$ cat src/rtl/seg_pkg.sv
// Shared constants for the seven-segment driver: blank pattern, hex glyph table, index-width helper.
// Glyph bits are a..g on bits 0..6, active-high here; decoders invert for the common-anode pins.
package seg_pkg;

    localparam logic [6:0] SEG_OFF = 7'h7F;

    localparam logic [6:0] GLYPH [16] = '{
        7'h3F, 7'h06, 7'h5B, 7'h4F, 7'h66, 7'h6D, 7'h7D, 7'h07,
        7'h7F, 7'h6F, 7'h77, 7'h7C, 7'h39, 7'h5E, 7'h79, 7'h71
    };

    function automatic int clog2_min1(input int n);
        return (n <= 1) ? 1 : $clog2(n);
    endfunction

endpackage

$ cat src/rtl/seg_hex_decode.sv
// Nibble to active-low seven-segment pattern (a..g on bits 0..6).
// Latency: combinational. Backpressure: none.
// Single instance in the driver, fed by the digit mux.
module seg_hex_decode
    import seg_pkg::*;
(
    input  logic [3:0] nibble,
    output logic [6:0] seg_n
);

    assign seg_n = ~GLYPH[nibble];

endmodule

$ cat src/rtl/seg_mux_driver.sv
// Time-multiplexed common-anode N-digit driver, double-buffered value/blank (dp too with SEG_MUX_DP_EN).
// Latency: registered outputs change one cycle after the prescaler tick; active buffer swaps at frame wrap.
// Backpressure: none, load is accepted on every cycle.
module seg_mux_driver
    import seg_pkg::*;
#(
    parameter int NUM_DIGITS  = 4,
    parameter int REFRESH_DIV = 100000,
    parameter int LZ_BLANK    = 0
) (
    input  logic                      clk,
    input  logic                      rst,
    input  logic [4*NUM_DIGITS-1:0]   value,
    input  logic [NUM_DIGITS-1:0]     blank_mask,
    input  logic                      load,
`ifdef SEG_MUX_DP_EN
    input  logic [NUM_DIGITS-1:0]     dp_in,
`endif
    output logic [NUM_DIGITS-1:0]     an,
    output logic [6:0]                segments,
    output logic                      dp_n,
    output logic                      frame_done
);

    localparam int IW = clog2_min1(NUM_DIGITS);
    localparam int CW = clog2_min1(REFRESH_DIV);
    localparam logic [IW-1:0] IDX_LAST = IW'(NUM_DIGITS - 1);
    localparam logic [CW-1:0] CNT_LAST = CW'(REFRESH_DIV - 1);

    logic [CW-1:0]             cnt;
    logic [IW-1:0]             idx;
    logic [IW-1:0]             idx_nxt;
    logic                      tick;
    logic                      wrap;
    logic [4*NUM_DIGITS-1:0]   pend_val;
    logic [4*NUM_DIGITS-1:0]   act_val;
    logic [4*NUM_DIGITS-1:0]   act_val_nxt;
    logic [NUM_DIGITS-1:0]     pend_blank;
    logic [NUM_DIGITS-1:0]     act_blank;
    logic [NUM_DIGITS-1:0]     act_blank_nxt;
    logic [NUM_DIGITS-1:0]     lz_dark;
    logic [NUM_DIGITS-1:0]     an_nxt;
    logic                      upper_zero;
    logic                      dark;
    logic [3:0]                nib;
    logic [6:0]                glyph_n;

    assign tick = (cnt == CNT_LAST);
    assign wrap = tick && (idx == IDX_LAST);

    always_comb begin
        idx_nxt = idx;
        if (tick) begin
            idx_nxt = (idx == IDX_LAST) ? '0 : idx + IW'(1);
        end
    end

    // A load on the wrap cycle bypasses pending so the new frame already shows it.
    assign act_val_nxt   = wrap ? (load ? value : pend_val) : act_val;
    assign act_blank_nxt = wrap ? (load ? blank_mask : pend_blank) : act_blank;

    always_comb begin
        upper_zero = 1'b1;
        lz_dark    = '0;
        for (int i = NUM_DIGITS - 1; i >= 0; i--) begin
            upper_zero = upper_zero && (act_val_nxt[4*i +: 4] == 4'h0);
            lz_dark[i] = (LZ_BLANK != 0) && (i > 0) && upper_zero;
        end
    end

`ifdef SEG_MUX_DP_EN
    logic [NUM_DIGITS-1:0] pend_dp;
    logic [NUM_DIGITS-1:0] act_dp;
    logic [NUM_DIGITS-1:0] act_dp_nxt;
    logic                  dp_sel;

    assign act_dp_nxt = wrap ? (load ? dp_in : pend_dp) : act_dp;
`endif

    always_comb begin
        nib  = 4'h0;
        dark = 1'b0;
`ifdef SEG_MUX_DP_EN
        dp_sel = 1'b0;
`endif
        for (int i = 0; i < NUM_DIGITS; i++) begin
            if (idx_nxt == IW'(i)) begin
                nib  = act_val_nxt[4*i +: 4];
                dark = act_blank_nxt[i] | lz_dark[i];
`ifdef SEG_MUX_DP_EN
                dp_sel = act_dp_nxt[i];
`endif
            end
        end
    end

    assign an_nxt = ~(NUM_DIGITS'(1) << idx_nxt);

    seg_hex_decode u_dec (
        .nibble (nib),
        .seg_n  (glyph_n)
    );

    always_ff @(posedge clk or posedge rst) begin
        if (rst) begin
            cnt        <= '0;
            idx        <= '0;
            pend_val   <= '0;
            pend_blank <= '0;
            act_val    <= '0;
            act_blank  <= '0;
            an         <= '1;
            segments   <= SEG_OFF;
            frame_done <= 1'b0;
        end else begin
            cnt        <= tick ? '0 : cnt + CW'(1);
            idx        <= idx_nxt;
            if (load) begin
                pend_val   <= value;
                pend_blank <= blank_mask;
            end
            act_val    <= act_val_nxt;
            act_blank  <= act_blank_nxt;
            an         <= an_nxt;
            segments   <= dark ? SEG_OFF : glyph_n;
            frame_done <= wrap;
        end
    end

`ifdef SEG_MUX_DP_EN
    always_ff @(posedge clk or posedge rst) begin
        if (rst) begin
            pend_dp <= '0;
            act_dp  <= '0;
            dp_n    <= 1'b1;
        end else begin
            if (load) begin
                pend_dp <= dp_in;
            end
            act_dp <= act_dp_nxt;
            dp_n   <= dark | ~dp_sel;
        end
    end
`else
    assign dp_n = 1'b1;
`endif

endmodule

$ cat config.mk
export PLATFORM = sky130hd
export DESIGN_NAME = seg_mux_driver
export DESIGN_NICKNAME = d
export VERILOG_FILES = /design/src/rtl/seg_pkg.sv /design/src/rtl/seg_hex_decode.sv /design/src/rtl/seg_mux_driver.sv
export SDC_FILE = /design/constraint.sdc
export NUM_CORES = 1
export LEC_CHECK = 0
export CELL_PAD_IN_SITES_DETAIL_PLACEMENT = 0
export CELL_PAD_IN_SITES_GLOBAL_PLACEMENT = 1
export CORE_MARGIN = 2
export CORE_UTILIZATION = 45
export CTS_CLUSTER_DIAMETER = 30
export DETAILED_ROUTE_END_ITERATION = 8
export PLACE_DENSITY = 0.78
export SLEW_MARGIN = 40
export SYNTH_ARGS = -nofsm -noshare
export SYNTH_HDL_FRONTEND = slang
export SYNTH_SLANG_ARGS = --single-unit
$ cat constraint.sdc
create_clock -name clk -period 3.6 [get_ports clk]
set_input_delay 0.72 -clock clk [delete_from_list [all_inputs] [get_ports clk]]
set_output_delay 0.72 -clock clk [all_outputs]
set_load 0.03 [all_outputs]
Word level (Yosys, flattened, before mapping)
Memories as Yosys holds them, arrays and structs flattened.
Index checks and enable logic that the tools add are counted.
- $add $sub $neg: 2
- magnitude comparators: 1
- eq/ne operators: 5
- shifts and indexed selects: 1
- multiplexer cells: 18
- bitwise gates (word level): 3
- reductions and logical operators: 2
- operators by type and width (cell ; number):
    $mux 16 ; 2
    $mux 4 ; 6
    $mux 7 ; 3
    $add 17x1->17 const B ; 1
    $eq 17x17->1 const B ; 1
    $mux 17 ; 1
    $not 7->7 ; 1
    $eq 2x2->1 const B ; 3
    $ge 5x5->1 const B ; 1
    $not 4->5 ; 1
    $mux 1 ; 4
    $mux 2 ; 2
    $not 4->4 ; 1
    $shl 1x2->4 const A ; 1
    $add 2x1->2 const B ; 1
    $eq 2x1->1 const B ; 1
    $logic_not 2->1 ; 1
    $logic_and 1x1->1 ; 1
- register bits: 71
- ROM bits: 112
- input bits: 23
- output and inout port bits: 13
- memories kept: 1
- memories (name ; depth ; width ; read ports ; clocked after Yosys merged registers in ; write ports ; RTL line ; source):
    (no name shown) ; 16 ; 7 ; 1 ; 0 ; 0 ; seg_hex_decode.sv:11 ; assign seg_n = ~GLYPH[nibble];

Depth between registers and ports, before layout
- depth after elaboration: 14
- mapped depth: 13

Hierarchy
Synthesis repeated with hierarchy kept, for this count alone.
- cell total of the unflattened synthesis: 285
- area, all modules: 3397.0 um^2
- modules (own cells, without submodules) (module ; times used ; cells an instance ; area an instance (um^2) ; seq. area each (um^2)):
    seg_mux_driver ; 1 ; 254 ; 3144.3 ; 1790.5
    seg_hex_decode ; 1 ; 31 ; 252.7 ; 0.0

Least setup slack after synthesis
Ideal clock, no wire load.
- kind: reg2reg
- start: register cnt[11]
- end: register segments[3]
- data arrival time: 3.023 ns
- data required time: 3.516 ns
- setup slack: 0.493 ns
- stages on the path, launching flop included: 11
- path buffers: 1
- cell sequence: dfrtp_1 > or4_4 > nor4_2 > mux2i_1 > buf_4 > nand3_1 > a311oi_1 > a21oi_2 > ha_1 > or2_0 > a311o_1
- cells in the longest elaborated chain, start to end: 13
- elaborated cells on any way between the ends: 23
- ends and longest elaborated chain (item ; RTL line ; source):
    start, declared ; seg_mux_driver.sv:30 ; logic [CW-1:0] cnt;
    start signal, assigned ; seg_mux_driver.sv:116 ; cnt <= tick ? '0 : cnt + CW'(1);
    $eq 17x17->1 * ; seg_mux_driver.sv:48 ; assign tick = (cnt == CNT_LAST);
    $mux 2 / $logic_and 1x1->1 (equally long branches) ; seg_mux_driver.sv:53, seg_mux_driver.sv:49 ;
    $logic_not 2->1 / $mux 16 (equally long branches) ; seg_mux_driver.sv:87, seg_mux_driver.sv:59 ;
    $mux 4 (4 in series) ; seg_mux_driver.sv:87 ; if (idx_nxt == IW'(i)) begin
    $not 4->5 (implied by the code) ; seg_hex_decode.sv:11 ;
    $mem_v2 16x7 ; -- ;
    $mux 7 (implied by the code) (2 in series) ; seg_hex_decode.sv:11 ;
    $not 7->7 ; seg_hex_decode.sv:11 ;
    $mux 7 * ; seg_mux_driver.sv:125 ; segments <= dark ? SEG_OFF : glyph_n;
    end signal, assigned ; seg_mux_driver.sv:125 ;
    end, declared ; seg_mux_driver.sv:20 ; output logic [6:0] segments,
Every way passes the cells marked *; elsewhere a longest branch is shown, timed or not. The select of a mux whose other input is x is not followed.

Worst setup path after layout
Same ends and word-level chain as after synthesis.

==> reports/qor.csv <==
metric;value;unit
Crit path required time;3.87;ns
First-pass DRT Iterations;4;
highest routed layer;met4;
Setup WS pre-CTS;0.286;ns
Met1 Routed Length;3200;um
Setup TNS Final;0;ns
final WL;6790;um
1st-iter DRT viols;84;
CP delay by family, top;simple AND/OR/NAND/NOR gates;
Yosys reg bits;71;
Mapped Cells;302;
DR WL met2;3290;um
row count;32;
initial antenna violation count;0;
post-route ant nets;0;
main area contributors after synthesis;dfrtp_1 43%, mux2_2 12%, dfstp_2 8.3%, mux2i_1 5.2%, nand2_1 2.9%;
Warnings, synthesis;0;
Netlist cell types;52;
clk root buf;clkbuf_8;
via count;2374;
total grt overflow;0;
worst hold-check path type;reg -> reg;
initial core utilization;45.6;%
Worst-Margin Slew;0.702;ns
Reg2Reg Launch Point;cnt[11]$_DFF_PP0_;
r2r worst-path depth;8;
post-synthesis average cell area;11.5;sq um
ys flop type;dfrtp_1;
PortBufs;34;
hold slack;0.478;ns
clk_skew;0.0102;ns
worst setup margin;0.382;ns
die width;91.8;um
placed cell areas;3970;sq um
Hold Buf Count CTS;0;
final-report setup violation count;0;
clock slew at reported path FFs;0.08;ns
top cells by count, synth;60 x dfrtp_1, 37 x mux2_2, 27 x nand2_1;
largest net degree at the start of global routing;47;
Finished Core Util;55.2;%
Mapped Area;3470;sq um
Lkg Pwr;1.87;nW
sequential-to-total area share from yosys stat;51.7;%
via/cell ratio;5.24;
core area;7610;sq um
worst path bufs/invs;1;
Clock Tree Buf Depth;2;
Final Cell Area;4200;sq um
Critical Path Fanout Max;9;
fmax;0.311;GHz
post-synth top area share;43.3;%
R2R Setup Slk;0.38;ns
Final Cycle Share;89.4;%
die area;8420;sq um
Max stage delay on crit path;0.64;ns
Residual DRC;0;
worst setup path end;segments[3]$_DFF_PP1_;
wire per inst;15.0;um
CTS tree;done;
Critical R2R Capture;segments[3]$_DFF_PP1_;
WP data arrival;3.49;ns
Final Hold Vio Count;0;
Syn Nets;333;
total CTS buffers;9;
cell breakdown of the critical path;or4_4 > or4_1 > o21ai_0 > a22o_2 > inv_1 > ha_1 > or2_0 > a311o_1;
Die Y;91.8;um
first-pass GRT wire length;11700;um
Crit-path slowest cell;or4_1;
worst vdd ir;204;uV
power per cell area;394;nW/um^2
RePlAce Congestion;0.797;
ys async rst share;100;%
io pins;36;
cts repair resizes;0;
met3 wire len;175;um
CP Launch Point;cnt[11]$_DFF_PP0_;
Final Net Count;377;
crit end category;register;
Worst Setup Start Kind;register;
most common cell in the synthesized netlist;dfrtp_1;
latest clock arrival within the worst-skew pair;0.35;ns
share of layout cells above drive strength 1;24.5;%
critical path type;reg -> reg;
ant diodes;0;
Post-DP HPWL;4690;um
clk sinks;71;
Post-CTS Setup Bufs;0;
max-capacitance violation count;0;
H-tree depth;3;
most area-hungry cell type in the Yosys netlist;dfrtp_1;
Stages on worst setup path;8;
Post-synth EDFFs;0;
P&R area growth vs syn;21.2;%
crit path time final;3.22;ns
status;completed;
final slew viol count;0;
Worst slew margin;53.0;%
unrepaired setup endpoints after global routing;no;
GRT Total Usage;17.9;%
vias in the first global route;2456;
[layer usage]
| metal | vias up | GRT usage (%) |
|---|---|---|
| met2 | 32 | 29.0 |
| met1 | 1187 | 23.2 |
| met4 | 0 | 8.58 |
| met5 | - | 0 |
| li1 | 1147 | - |
| met3 | 8 | 3.29 |
[registers in the layout (all words and copies together), names as in the netlist]
register    cells
act_val        16
pend_blank      4
segments        7
pend_val       16
an              4
idx             2
act_blank       4
frame_done      1
cnt            17
[placed cells by master, fill, tap and decap left out, types with 3 or more instances in the layout]
cell type        instances
mux2i_1                 18
buf_4                   12
xor2_1                   6
dfrtp_1                 60
dfstp_2                 11
o21ai_0                 10
clkdlybuf4s50_1         34
nand4_1                  5
xnor2_1                  8
a21oi_1                  9
nand3_1                 11
inv_1                   11
o21ai_1                  3
a31oi_1                  3
mux2_2                  37
ha_1                     8
a221o_1                  3
nand2_1                 27
clkbuf_8                 9
and2_1                   4
nor2_1                  18
[worst min path at each step]
| stage | from | end | slack, ns | cells after the start |
|---|---|---|---|---|
| finish | pend_val[8]$_DFF_PP0_ | pend_val[8]$_DFF_PP0_ | 0.48 | 2 |
| global route | cnt[0]$_DFF_PP0_ | cnt[0]$_DFF_PP0_ | 0.51 | 1 |
| CTS | pend_val[8]$_DFF_PP0_ | pend_val[8]$_DFF_PP0_ | 0.49 | 2 |
| detailed placement | pend_val[8]$_DFF_PP0_ | pend_val[8]$_DFF_PP0_ | 0.47 | 2 |
| global placement | pend_val[8]$_DFF_PP0_ | pend_val[8]$_DFF_PP0_ | 0.47 | 2 |
| floorplan | pend_blank[0]$_DFF_PP0_ | pend_blank[0]$_DFF_PP0_ | 0.45 | 2 |
[worst register-to-register path, delay by kind of cell (launching register included)]
kind	cells	cell delay, ns
compound gates	3	0.95
fa+ha+maj	1	0.22
buf+inv	1	0.09
flops	1	0.44
simple gates	3	1.43
[metrics by stage]
stage,cells,power [mW]
floorplan,302,0.901
finish,453,1.65
global route,453,1.73
detailed placement,437,0.950
CTS,453,1.68
global placement,437,0.947
[where the power goes]
| part | total, mW | switching [mW] | internal (mW) |
|---|---|---|---|
| clock | 0.723 | 0.324 | 0.399 |
| combinational | 0.101 | 0.0485 | 0.0520 |
| sequential | 0.831 | 0.00631 | 0.824 |
| total | 1.65 | 0.379 | 1.28 |
[layout make-up]
class	count	area, sq um
inverters	12	45.0
fillers	692	3410
clock buffers	9	124
flip-flops and latches	71	1790
clock inverters	7	105
repair buffers	47	450
multi-input cells	205	1560
well taps	102	128
[cell families after synthesis]
logic type      count (synthesis)  synth area share [%]
compound gates                 41                  7.87
xor+xnor                       14                  3.54
fa+ha+maj                       8                  2.89
buf+inv                        26                  3.43
flops                          71                  51.7
mux                            55                  17.2
other cells                     1                 0.108
simple gates                   86                  13.3
Note: power is estimated with default switching activity, not from simulation.
